[config.mk]
export PLATFORM = sky130hd
export DESIGN_NAME = btn_sw_debounce_gen
export DESIGN_NICKNAME = d
export VERILOG_FILES = /design/src/rtl/btn_sw_debounce_gen.sv
export SDC_FILE = /design/constraint.sdc
export NUM_CORES = 1
export LEC_CHECK = 0
export CORE_ASPECT_RATIO = 1.1
export CORE_MARGIN = 2
export CORE_UTILIZATION = 25
export DETAILED_ROUTE_END_ITERATION = 10
export SLEW_MARGIN = 20
export SYNTH_ARGS = -nofsm -noshare
export SYNTH_HDL_FRONTEND = slang
export SYNTH_HIERARCHICAL = 1
export SYNTH_SLANG_ARGS = --single-unit
[constraint.sdc]
create_clock -name clk -period 6.15 [get_ports clk]
set_input_delay 0.9225 -clock clk [delete_from_list [all_inputs] [get_ports clk]]
set_output_delay 0.9225 -clock clk [all_outputs]
set_load 0.05 [all_outputs]
[src/rtl/btn_sw_debounce_gen.sv]
// btn_sw_debounce_gen: debouncer front-end for NBTN push-buttons and NSW slide switches.
// Every input bit goes through a 2-flop synchroniser and then a stability filter.
// All filters advance on one shared prescaler tick.
// Buttons also produce one-clk press and release strobes.
// Optional macro BTN_REPEAT_EN: adds auto-repeat press strobes while a button is held.

// One input channel: synchroniser, stability counter, debounced state, edge strobes
module btn_sw_debounce_lane #(
    parameter int STABLE_TICKS = 20
) (
    input  logic clk,
    input  logic rst_n,
    input  logic tick,
    input  logic din,
    output logic state,
    output logic rise,
    output logic fall
);
    localparam int CW = $clog2(STABLE_TICKS) + 1;

    logic          meta;
    logic          sync;
    logic [CW-1:0] cnt;

    // two-flop synchroniser for the asynchronous pin
    always_ff @(posedge clk or negedge rst_n) begin
        if (!rst_n) begin
            meta <= 1'b0;
            sync <= 1'b0;
        end else begin
            meta <= din;
            sync <= meta;
        end
    end

    // accept a new level only after STABLE_TICKS consecutive differing ticks;
    // the strobes are registered on the same edge as the state flip
    always_ff @(posedge clk or negedge rst_n) begin
        if (!rst_n) begin
            cnt   <= '0;
            state <= 1'b0;
            rise  <= 1'b0;
            fall  <= 1'b0;
        end else begin
            rise <= 1'b0;
            fall <= 1'b0;
            if (tick) begin
                if (sync == state) begin
                    cnt <= '0;
                end else if (cnt == CW'(STABLE_TICKS - 1)) begin
                    state <= sync;
                    cnt   <= '0;
                    rise  <= sync;
                    fall  <= ~sync;
                end else begin
                    cnt <= cnt + 1'b1;
                end
            end
        end
    end
endmodule

module btn_sw_debounce_gen #(
    parameter int NBTN         = 5,
    parameter int NSW          = 8,
    parameter int TICK_DIV     = 50000,
    parameter int STABLE_TICKS = 20,
    parameter int REPEAT_DELAY = 500,
    parameter int REPEAT_RATE  = 100
) (
    input  logic            clk,
    input  logic            rst_n,
    input  logic [NBTN-1:0] button,
    input  logic [NSW-1:0]  SW,
    output logic [NBTN-1:0] button_out,
    output logic [NBTN-1:0] btn_press,
    output logic [NBTN-1:0] btn_release,
    output logic [NSW-1:0]  SW_OK,
    output logic            any_key
);
    localparam int PW = (TICK_DIV > 2) ? $clog2(TICK_DIV) : 1;

    // reject unsupported configurations at elaboration
    if (NBTN < 1 || NBTN > 32 || NSW < 1 || NSW > 32 || TICK_DIV < 2 ||
        STABLE_TICKS < 1 || REPEAT_DELAY < 1 || REPEAT_RATE < 1) begin : g_param_err
        $error("btn_sw_debounce_gen: parameter out of range");
    end

    logic [PW-1:0]   pcnt;
    logic            tick;
    logic [NBTN-1:0] press_raw;
    logic [NSW-1:0]  sw_rise_unused;
    logic [NSW-1:0]  sw_fall_unused;

    assign tick = (pcnt == PW'(TICK_DIV - 1));

    // shared prescaler: one tick every TICK_DIV clocks
    always_ff @(posedge clk or negedge rst_n) begin
        if (!rst_n)    pcnt <= '0;
        else if (tick) pcnt <= '0;
        else           pcnt <= pcnt + 1'b1;
    end

    for (genvar i = 0; i < NBTN; i++) begin : g_btn
        btn_sw_debounce_lane #(.STABLE_TICKS(STABLE_TICKS)) u_lane (
            .clk  (clk),
            .rst_n(rst_n),
            .tick (tick),
            .din  (button[i]),
            .state(button_out[i]),
            .rise (press_raw[i]),
            .fall (btn_release[i])
        );
    end

    for (genvar i = 0; i < NSW; i++) begin : g_sw
        btn_sw_debounce_lane #(.STABLE_TICKS(STABLE_TICKS)) u_lane (
            .clk  (clk),
            .rst_n(rst_n),
            .tick (tick),
            .din  (SW[i]),
            .state(SW_OK[i]),
            .rise (sw_rise_unused[i]),
            .fall (sw_fall_unused[i])
        );
    end

`ifdef BTN_REPEAT_EN
    localparam int RMAX = (REPEAT_DELAY > REPEAT_RATE) ? REPEAT_DELAY : REPEAT_RATE;
    localparam int RW   = $clog2(RMAX) + 1;

    for (genvar i = 0; i < NBTN; i++) begin : g_rpt
        logic [RW-1:0] rcnt;
        logic          rfirst;
        logic          rstb;

        // count held ticks; first repeat after REPEAT_DELAY, then every REPEAT_RATE.
        // Any edge or released state restarts the sequence from the long delay.
        always_ff @(posedge clk or negedge rst_n) begin
            if (!rst_n) begin
                rcnt   <= '0;
                rfirst <= 1'b0;
                rstb   <= 1'b0;
            end else begin
                rstb <= 1'b0;
                if (press_raw[i] || btn_release[i] || !button_out[i]) begin
                    rcnt   <= '0;
                    rfirst <= 1'b1;
                end else if (tick) begin
                    if (rcnt == (rfirst ? RW'(REPEAT_DELAY - 1) : RW'(REPEAT_RATE - 1))) begin
                        rstb   <= 1'b1;
                        rcnt   <= '0;
                        rfirst <= 1'b0;
                    end else begin
                        rcnt <= rcnt + 1'b1;
                    end
                end
            end
        end

        // a repeat landing on the release edge is masked by the cleared state
        assign btn_press[i] = press_raw[i] | (rstb & button_out[i]);
    end
`else
    assign btn_press = press_raw;
`endif

    // any_key is a registered OR, one clk behind button_out
    always_ff @(posedge clk or negedge rst_n) begin
        if (!rst_n) any_key <= 1'b0;
        else        any_key <= |button_out;
    end
endmodule

-- Yosys cells after proc, flatten, opt, wreduce, memory -nomap -nowiden
Index checks and enable logic that the tools add are counted.
- $lt $le $gt $ge: 0
- reductions and logical operators: 14
- eq/ne operators: 27
- $add $sub $neg: 14
- muxes and demuxes: 57
- bitwise logic cells: 18
- divide/modulo/power cells: 0
- multipliers: 0
- shift operators: 0
- operators with widths (cell ; number):
    two-way mux 6 bit ; 26
    adder 6 x 1 -> 6 bit (second input constant) ; 13
    equality test 6 x 5 -> 1 bit (second input constant) ; 13
    AND reduction 3 bit ; 13
    two-way mux 1 bit ; 30
    NOT 1 bit ; 18
    adder 16 x 1 -> 16 bit (second input constant) ; 1
    equality test 16 bit (second input constant) ; 1
    two-way mux 16 bit ; 1
    equality test 1 bit ; 13
    OR reduction 5 bit ; 1
- register bits after elaboration: 144
- memory bits (writable): 0
- latch bits: 0
- ROM bits: 0
- memories kept: 0
- output and inout bits: 24
- input port bits: 15

-- Logic depth before layout (Yosys ltp)
Gate-level depths: netlist of the first run.
- depth after elaboration: 4
- depth in mapped cells: 6
- depth with buffers taken out: 6

-- Hierarchy
Netlist of the first run, hierarchy kept.
- modules (own cells, without submodules) (module ; sequential area each (um^2) ; area each (um^2) ; instances ; cells an instance):
    btn_sw_debounce_lane ; 275.3 ; 503.0 ; 13 ; 41
    btn_sw_debounce_gen ; 425.4 ; 790.8 ; 1 ; 71

-- Least setup slack after synthesis of the first run
No wires, ideal clock.
- path type: reg2reg
- start: reg pcnt[4]
- end: reg g_btn[0].u_lane.cnt[5]
- slack: 1741 ps
- cell stages (with the launch flop): 6
- clock period less this slack: 4409 ps
- arrival time: 4309 ps
- buffers on the path: 0
- library setup time: 101 ps
- required time: 6049 ps
- path through: dfrtp_1 or4b_4 nor4_4 inv_1 a311o_1 o311ai_2
- longest elaborated chain between the ends: 1
- RTL lines (what ; line ; source):
    from (decl) ; 89 ; logic [PW-1:0] pcnt;
    from (signal assigned) ; 101 ; else pcnt <= pcnt + 1'b1;
    equality test 16 bit ; 95 ; assign tick = (pcnt == PW'(TICK_DIV - 1));
    net tick ; 90 ; logic tick;
    to (signal assigned) ; 56 ; cnt <= cnt + 1'b1;
    to (decl) ; 23 ; logic [CW-1:0] cnt;
The timed path passes the listed nets, and every way through them passes these cells.
A chain may end at the register's enable or synchronous reset.

-- Final worst setup path of the first run
- start: reg g_btn[3].u_lane.state
- end: out button_out[3]
- RTL lines (what ; line ; source):
    from (decl) ; 15 ; output logic state,
    from (signal assigned) ; 51 ; state <= sync;
    to (decl) ; 75 ; output logic [NBTN-1:0] button_out,
No word-level cell between the ends.

==> reports/metrics.csv, run 1 <==
metric;value;unit
Setup-failing EPs final;0;
power density cells;247.8;mW/mm2
global-route usage over all layers;0.09713;
Synth Instances;572;
Worst Setup Path Type;flop to output pin;
Crit path arrival time;1.82;ns
Slew @ Worst Pin;0.8285;ns
Static Leak;3.425;nW
RSZ-0062 raised after global routing;no;
die height;177.1;um
M2 GR Usage;0.1567;
number of global-route vias before repair;4606;
antenna violations before repair;0;
fin crit share;0.4465;
post-CTS sizing;0;
post-route DRC violation count;0;
post-CTS setup buffer count;0;
Fin. Hold Viols;0;
# clock sinks;144;
first-pass GRT wire length;22.39;mm
Hold Buf Count CTS;0;
GPL Wtd Cong;0.7856;
HPWL after detailed placement;8.551;mm
GRT met1 Usage;0.1209;
Layout area overhead;21.21;%
largest net degree at the start of global routing;90;
Ports;39;
Crit path required time;5.23;ns
Core ar.;0.02688;mm2
Hold Crit Class;flop to flop;
fin cells;1001;
First DRT Iteration DRCs;291;
Critical Path End Type;output pin;
CTS Buf Count;17;
overall power;2.045;mW
Clock Pin Slew Worst Setup and Hold Paths;0.06;ns
Crit path max-delay family;buffers and inverters;
clock latency at the later pin of the worst-skew pair;0.42;ns
CP startpoint kind;flop;
critical-path cell list;clkdlybuf4s50_1;
fmax;364.1;MHz
grt ovf;0;
status;completed;
Initial Util;0.2533;
CTS tree;built;
fin. max-slew vios;0;
clk root buf;clkbuf_16;
met3 usage;0.02835;
Cells after DPL;970;
Reg area;0.003603;mm2
Critical-path top delay cell;clkdlybuf4s50_1;
Post-Syn Area per Cell;11.90;um2
DIE WIDTH;161.4;um
commonest non-fill, non-tap cell in the layout;dfrtp_1;
accumulated negative setup slack;0;ns
worst relative slew slack;0.4477;
CP bufs+invs;1;
Mapped Area;0.006809;mm2
CTS max path bufs;2;
share of cells above drive strength 1;0.1196;
post-route minimum period;2.746;ns
# diodes;0;
number of detailed-route iterations in the first pass;4;
Ys Warns;6;
DIE AREA;0.02857;mm2
most used routing layer;met2;
footprint of the multi-input gates;0.003108;mm2
crit-path max FO;6;
Net Count, Synth;601;
Worst Skew;0.009204;ns
CP peak stage delay;0.88;ns
I/O Buffers;38;
Min Hold Slack;0.3481;ns
Max VDD drop;188.5;uV
via count;4668;
drt total wl;13.09;mm
drt wl/cell;13.08;um
nets@finish;661;
Rows;63;
Layout fillers;2689;
commonest cells after routing, fill and taps aside;dfrtp_1, o2bb2ai_1, nand2_1;
Via-to-Cell Ratio;4.663;
Final ANT Viol Nets;0;
max cap viols;0;
H-tree depth;4;
-- state kept, by name, summed over array words and instances, names as in the netlist --
| name | count |
|---|---|
| g_btn.u_lane/state | 5 |
| g_sw.u_lane/cnt | 48 |
| g_sw.u_lane/meta | 8 |
| g_btn.u_lane/cnt | 30 |
| g_sw.u_lane/sync | 8 |
| g_btn.u_lane/fall | 5 |
| g_sw.u_lane/state | 8 |
| g_btn.u_lane/sync | 5 |
| any_key | 1 |
| g_btn.u_lane/rise | 5 |
| pcnt | 16 |
| g_btn.u_lane/meta | 5 |
-- cell type report --
class | count | area share
multi-input cells | 402 | 0.3766
flip-flops and latches | 144 | 0.4366
clock inverters | 14 | 0.02032
well taps | 357 | 0.05412
clock buffers | 17 | 0.05155
repair buffers | 41 | 0.04897
inverters | 26 | 0.01183
-- worst paths after layout --
path	from	end	slack, ns	depth (start not counted)
worst max register to register	pcnt[4]	g_btn[1].u_lane/cnt[5]	3.42	6
max in group asynchronous	rst_n	g_sw[3].u_lane/cnt[3]	4.33	2
worst max-delay path	g_btn[3].u_lane/state	button_out[3]	3.40	1
min in group asynchronous	rst_n	g_sw[6].u_lane/meta	0.55	1
worst min-delay path	g_sw[5].u_lane/meta	g_sw[5].u_lane/sync	0.35	0
worst min register to register	g_sw[5].u_lane/meta	g_sw[5].u_lane/sync	0.35	0
-- metal layers --
layer  up-vias  routed length, um
met2        78               6131
li1       2282                  -
met5         -                  0
met4         0                228
met3        16                501
met1      2292               6229
-- per-stage QoR --
step | setup WS, ns | utilization | instance area (um2)
finish | 3.404 | 0.3070 | 8253
CTS | 3.361 | 0.3070 | 8253
detailed placement | 3.457 | 0.2850 | 7660
global placement | 3.481 | 0.2850 | 7660
global route | 3.249 | 0.3070 | 8253
floorplan | 1.741 | - | 6809
-- where the power goes --
group | switching [mW] | leakage (nW) | internal (mW) | total (mW)
registers | 0.00527 | 1.94 | 0.956 | 0.962
logic | 0.0289 | 1.20 | 0.0151 | 0.0440
clock network | 0.405 | 0.285 | 0.634 | 1.04
total | 0.439 | 3.43 | 1.61 | 2.05
No activity file was read; power rests on OpenSTA's default activity.
==> run 2, diff against run 1 <==
==> constraint.sdc (replaced) <==
create_clock -name clk -period 2.5 [get_ports clk]
set_input_delay 0.375 -clock clk [delete_from_list [all_inputs] [get_ports clk]]
set_output_delay 0.375 -clock clk [all_outputs]
set_load 0.05 [all_outputs]
==> run 2 against run 1 <==
Via count rose by 2.9%; register-to-register slack worse by 3.3 ns; first-iteration DRC count decreased by 20%; global-route usage up 0.17 points; clock skew rose by 0.0027 ns; critical endpoint is now g_sw[2].u_lane/state; highest routed layer unchanged.
==> reports/metrics.csv, run 2 (synthesis results as in run 1) <==
metric;value;unit;change
Fin. Hold Viols;0;;unchanged
fin. max-slew vios;0;;unchanged
Core ar.;0.02688;mm2;unchanged
CTS tree;built;;
CP peak stage delay;0.56;ns;-0.32 ns
r2r worst-path depth;7;;+1
final worst setup slack;0.1462;ns;-3.258 ns
Setup-failing EPs final;0;;unchanged
critical-path cell list;or4b_4, nor4_4, buf_4, buf_12, buf_4, nand4_1, mux2_1;;
P_int;3.861;mW;+140%
hold_sp;g_sw[1].u_lane/meta;;
hold-critical path depth;0;;unchanged
Rows;63;;unchanged
Biggest register;g_sw.u_lane/cnt;;
Via-to-Cell Ratio;4.670;;+0.13%
pre-CTS setup slack;0.1143;ns;-3.342 ns
setup slack, reg-to-reg;0.15;ns;-3.27 ns
drt wl/cell;12.86;um;-1.7%
global-route usage over all layers;0.09885;;+0.001721
Worst Setup Path Type;flop to flop;;
HPWL after detailed placement;9.182;mm;+7.4%
Crit path required time;2.80;ns;-2.43 ns
first-pass GRT wire length;23.08;mm;+3.1%
max cap viols;0;;unchanged
First DRT Iteration DRCs;232;;-20%
status;completed;;
worst relative slew slack;0.6433;;+0.1956
Comb power frac;0.024;;+0.002
CP bufs+invs;3;;+2
Final ANT Viol Nets;0;;unchanged
clk root buf;clkbuf_16;;
Critical-path top delay cell;or4b_4;;
Seq pwr share;0.483;;+0.013
Ports;39;;unchanged
CTS Buf Count;17;;unchanged
Static Leak;3.556;nW;+3.8%
Hold Crit Class;flop to flop;;
fin crit share;0.9415;;
post-route minimum period;2.354;ns;
CP startpoint kind;flop;;
Reg area;0.003603;mm2;unchanged
drt total wl;13.23;mm;+1.1%
max reg flops;48;;unchanged
crit-path max FO;33;;+27
largest net degree at the start of global routing;60;;-33%
footprint of the multi-input gates;0.003108;mm2;unchanged
switching power;1.042;mW;+140%
RSZ-0062 raised after global routing;yes;;
number of global-route vias before repair;4812;;+4.5%
H-tree depth;4;;unchanged
clock latency at the later pin of the worst-skew pair;0.42;ns;about the same
Slew @ Worst Pin;0.5334;ns;-0.2951 ns
reg2reg end;g_sw[2].u_lane/state;;
accumulated negative setup slack;0;ns;unchanged
I/O Buffers;38;;unchanged
GPL Wtd Cong;0.7907;;+0.65%
Worst Skew;0.01186;ns;+0.002657 ns
share of cells above drive strength 1;0.1533;;+0.03371
fin cells;1029;;+2.8%
Top cell by count, worst path;buf_4;;
Layout area overhead;24.24;%;
fmax;424.8;MHz;
Critical Path End Type;flop;;
grt ovf;0;;unchanged
Crit path max-delay family;simple AND/OR/NAND/NOR gates;;
die height;177.1;um;unchanged
power density cells;579.6;mW/mm2;+130%
Final Core Density;0.3147;;+0.007681
Clock Pin Slew Worst Setup and Hold Paths;0.06;ns;about the same
Largest regs;g_sw.u_lane/cnt: 48 flops, g_btn.u_lane/cnt: 30 flops, pcnt: 16 flops;;
Max VDD drop;308.5;uV;+64%
nets@finish;689;;+4.2%
Initial Util;0.2533;;unchanged
antenna violations before repair;0;;unchanged
number of detailed-route iterations in the first pass;4;;unchanged
commonest cells after routing, fill and taps aside;dfrtp_1, o2bb2ai_1, nand2_1;;
Hold Crit Endpoint;g_sw[1].u_lane/sync;;
Layout fillers;2701;;+0.45%
via count;4805;;+2.9%
post-route DRC violation count;0;;unchanged
Clk pwr share;0.494;;-0.014
DIE WIDTH;161.4;um;unchanged
Crit path arrival time;2.66;ns;+0.84 ns
overall power;4.903;mW;+140%
CTS max path bufs;2;;unchanged
# diodes;0;;unchanged
worst r2r src;pcnt[7];;
commonest non-fill, non-tap cell in the layout;dfrtp_1;;
CP Depth;7;;+6
sw frac;0.2126;;-0.002226
Cells after DPL;997;;+2.8%
DIE AREA;0.02857;mm2;unchanged
# clock sinks;144;;unchanged
-- run 2: cell types whose count changed in the layout (fill, tap and decap cells not counted), moves of 2 or more --
cell	change
clkinv_4	-2
buf_6	+2
clkbuf_8	+4
buf_4	+24
bufinv_16	-2
-- run 2: power by group through the flow --
stage               combinational (mW)  clock, mW  sequential, mW
floorplan                       0.0330          0            2.40
global placement                 0.121          0            2.41
detailed placement               0.120          0            2.41
CTS                              0.122       2.50            2.37
global route                     0.133       2.61            2.37
finish                           0.115       2.42            2.37
-- run 2: final cells by class --
| class | count | share of cell area |
|---|---|---|
| repair buffers | 69 | 0.07528 |
| flip-flops and latches | 144 | 0.4260 |
| multi-input cells | 402 | 0.3674 |
| well taps | 357 | 0.05280 |
| inverters | 26 | 0.01154 |
| clock inverters | 9 | 0.009762 |
| clock buffers | 22 | 0.05724 |
-- run 2: metal layers --
| layer | wire length [um] | share of wire | vias up | global-route usage |
|---|---|---|---|---|
| met1 | 6482 | 0.49 | 2371 | 0.1302 |
| li1 | - | - | 2349 | - |
| met5 | 0 | 0 | - | 0 |
| met2 | 6108 | 0.46 | 69 | 0.1546 |
| met3 | 447 | 0.034 | 16 | 0.02741 |
| met4 | 192 | 0.015 | 0 | 0.03757 |
-- run 2: through the flow --
stage          hold WS, ns  area [um2]
2_1_floorplan      0.07941        6809
3_3_place_gp        0.3328        7875
3_5_place_dp        0.3347        7875
4_1_cts             0.3428        8452
5_1_grt             0.3435        8459
6_report            0.3423        8459
-- run 2: worst reg2reg max path, cell delays in order (launching register included) --
cell and delay (ns):
dfrtp_1 0.40, or4b_4 0.56, nor4_4 0.30, buf_4 0.19
buf_12 0.17, buf_4 0.19, nand4_1 0.11, mux2_1 0.32
-- run 2: what timing repair did --
| item | in CTS | in global routing |
|---|---|---|
| endpoints found under the hold margin | 54 | 0 |
| hold buffers | 1 | 0 |
| resized for setup | 0 | 2 |
| setup buffers | 0 | 0 |
| setup endpoints to repair | 0 | 7 |
-- run 2: worst max path at each step --
stage          startpoint                endpoint  slack [ns]
6_report          pcnt[7]    g_sw[2].u_lane/state        0.15
5_1_grt           pcnt[7]    g_sw[2].u_lane/state      -0.007
4_1_cts           pcnt[7]  g_btn[3].u_lane/cnt[5]         0.1
3_5_place_dp      pcnt[7]   g_sw[5].u_lane/cnt[5]        0.11
3_3_place_gp      pcnt[7]   g_sw[4].u_lane/cnt[5]        0.17
2_1_floorplan     pcnt[4]  g_btn[0].u_lane/cnt[5]       -1.89
==> run 3, diff against run 2 <==
--- a/config.mk
+++ b/config.mk
@@ -7,8 +7,9 @@
 export LEC_CHECK = 0
 export CORE_ASPECT_RATIO = 1.1
 export CORE_MARGIN = 2
-export CORE_UTILIZATION = 25
+export CORE_UTILIZATION = 30
 export DETAILED_ROUTE_END_ITERATION = 10
+export SKIP_LAST_GASP = 1
 export SLEW_MARGIN = 20
 export SYNTH_ARGS = -nofsm -noshare
 export SYNTH_HDL_FRONTEND = slang
==> run 3 against run 2 <==
Core utilization grew 6.7 points; global-route usage grew 1.7 points; hold slack gained 0.0053 ns; critical endpoint is now g_sw[0].u_lane/cnt[5]; first-iteration DRC count shrank 10%; critical path depth is the same; highest routed layer unchanged; clock power grew 7%; non-clock buffer count grew 1; largest cell class unchanged.
==> reports/metrics.csv, run 3 (synthesis results as in run 1) <==
metric;value;unit;change
fin crit share;0.9413;;about the same
Final ANT Viol Nets;0;;unchanged
max cap viols;0;;unchanged
Ports;39;;unchanged
commonest non-fill, non-tap cell in the layout;dfrtp_1;;
Static Leak;3.584;nW;+0.79%
Final Core Density;0.3817;;+0.06702
# diodes;0;;unchanged
fmax;424.9;MHz;about the same
# clock sinks;144;;unchanged
nets@finish;690;;+0.15%
number of global-route vias before repair;4704;;-2.2%
Min Hold Slack;0.3476;ns;+0.005292 ns
drt wl/cell;13.57;um;+5.6%
worst relative slew slack;0.6246;;-0.01866
Layout area overhead;24.35;%;about the same
HPWL after detailed placement;8.754;mm;-4.7%
GPL Wtd Cong;0.7963;;+0.71%
Met3 Wirelength;381;um;-15%
CP peak stage delay;0.57;ns;about the same
critical-path cell list;or4bb_1, nor4_4, buf_4, buf_12, inv_1, a311o_1, o311ai_2;;
clk root buf;clkbuf_16;;
post-route minimum period;2.353;ns;-0.0005080 ns
crit-path max FO;24;;-27%
antenna violations before repair;0;;unchanged
First DRT Iteration DRCs;208;;-10%
Clock Pin Slew Worst Setup and Hold Paths;0.06;ns;about the same
CP bufs+invs;3;;unchanged
Crit path max-delay family;simple AND/OR/NAND/NOR gates;;
Rows;57;;-9.5%
grt ovf;0;;unchanged
Biggest register;g_sw.u_lane/cnt;;
clock latency at the later pin of the worst-skew pair;0.42;ns;about the same
Core ar.;0.02218;mm2;-17%
Via-to-Cell Ratio;4.868;;+4.2%
Fin. Hold Viols;0;;unchanged
post-route DRC violation count;0;;unchanged
share of cells above drive strength 1;0.1516;;-0.001714
via count;4712;;-1.9%
Initial Util;0.3070;;+0.05367
max reg flops;48;;unchanged
CTS tree;built;;
global-route usage over all layers;0.1158;;+0.01696
status;completed;;
top layer in use;met4;;
drt total wl;13.14;mm;-0.69%
fin. max-slew vios;0;;unchanged
Hold Crit Class;flop to flop;;
power density cells;597.9;mW/mm2;+3.2%
die height;162.0;um;-8.5%
H-tree depth;4;;unchanged
Slew @ Worst Pin;0.5630;ns;+0.02966 ns
CP startpoint kind;flop;;
Critical-path top delay cell;or4bb_1;;
Crit path arrival time;2.68;ns;+0.02 ns
I/O Buffers;38;;unchanged
Max VDD drop;383.9;uV;+24%
WL met1;6.362;mm;-1.9%
WL met2;6.234;mm;+2.1%
commonest cells after routing, fill and taps aside;dfrtp_1, o2bb2ai_1, nand2_1;;
DIE WIDTH;147.6;um;-8.5%
Worst Setup Path Type;flop to flop;;
largest net degree at the start of global routing;58;;-3.3%
Worst Skew;0.01357;ns;+0.001709 ns
Critical Path End Type;flop;;
Crit path required time;2.82;ns;+0.02 ns
first-pass GRT wire length;22.63;mm;-1.9%
Largest regs;g_sw.u_lane/cnt: 48 flops, g_btn.u_lane/cnt: 30 flops, pcnt: 16 flops;;
CTS Buf Count;17;;unchanged
Setup-failing EPs final;0;;unchanged
post-CTS sizing;0;;unchanged
DIE AREA;0.02392;mm2;-16%
CTS max path bufs;2;;unchanged
number of detailed-route iterations in the first pass;4;;unchanged
## run 3: cell types whose count changed in the layout (fill, tap and decap cells not counted), moves of 2 or more
| cell | change |
|---|---|
| clkbuf_1 | +2 |
| clkbuf_8 | -2 |
| clkinv_2 | -2 |
| buf_6 | -2 |
| bufinv_16 | +2 |
| buf_12 | +3 |
## run 3: where the power goes
part	switching [mW]	internal (mW)
sequential	0.0124	2.35
clock	0.959	1.62
combinational	0.0736	0.0464
## run 3: final cells by class
class,instances,area (um2)
multi-input cells,402,3108
well taps,295,369.1
clock inverters,9,132.6
inverters,26,97.59
fillers,2158,13710
flip-flops and latches,144,3603
clock buffers,22,464.2
repair buffers,70,691.9
## run 3: worst register-to-register path: stages (launching register included)
cell	delay, ns
dfrtp_1	0.41
or4bb_1	0.57
nor4_4	0.26
buf_4	0.20
buf_12	0.18
inv_1	0.08
a311o_1	0.31
o311ai_2	0.25
## run 3: final timing paths
check | startpoint | end | slack (ns) | cells past startpoint
setup / recovery | pcnt[13] | g_sw[0].u_lane/cnt[5] | 0.15 | 7
hold / removal | g_btn[4].u_lane/meta | g_btn[4].u_lane/sync | 0.35 | 0
setup reg to reg | pcnt[13] | g_sw[0].u_lane/cnt[5] | 0.15 | 7
hold reg to reg | g_btn[4].u_lane/meta | g_btn[4].u_lane/sync | 0.35 | 0
max in group asynchronous | rst_n | g_btn[2].u_lane/cnt[4] | 1.38 | 3
min in group asynchronous | rst_n | g_btn[3].u_lane/cnt[3] | 0.50 | 2
## run 3: metrics by stage
stage                     instances  power (mW)  setup TNS (ns)  worst slack, ns  instance area, um2
after floorplan                 572       2.437         -171.07           -1.894                6809
after global placement          934       2.533               0           0.1627                7828
after detailed placement        934       2.532               0           0.1042                7828
after CTS                       966       5.152               0           0.1042                8434
after global routing            968       5.263       -0.001848        -0.001848                8467
final                           968       5.062               0           0.1467                8467
## run 3: metal layers
layer  GRT usage  vias to the layer above
li1            -                     2342
met1      0.1513                     2301
met2      0.1820                       58
met3     0.02865                       11
met4     0.05201                        0
met5           0                        -
## run 3: timing repair
action	in CTS	in global routing
endpoints found under the hold margin	52	0
setup endpoints to repair	0	6
buffers inserted	0	1
hold buffers	1	0
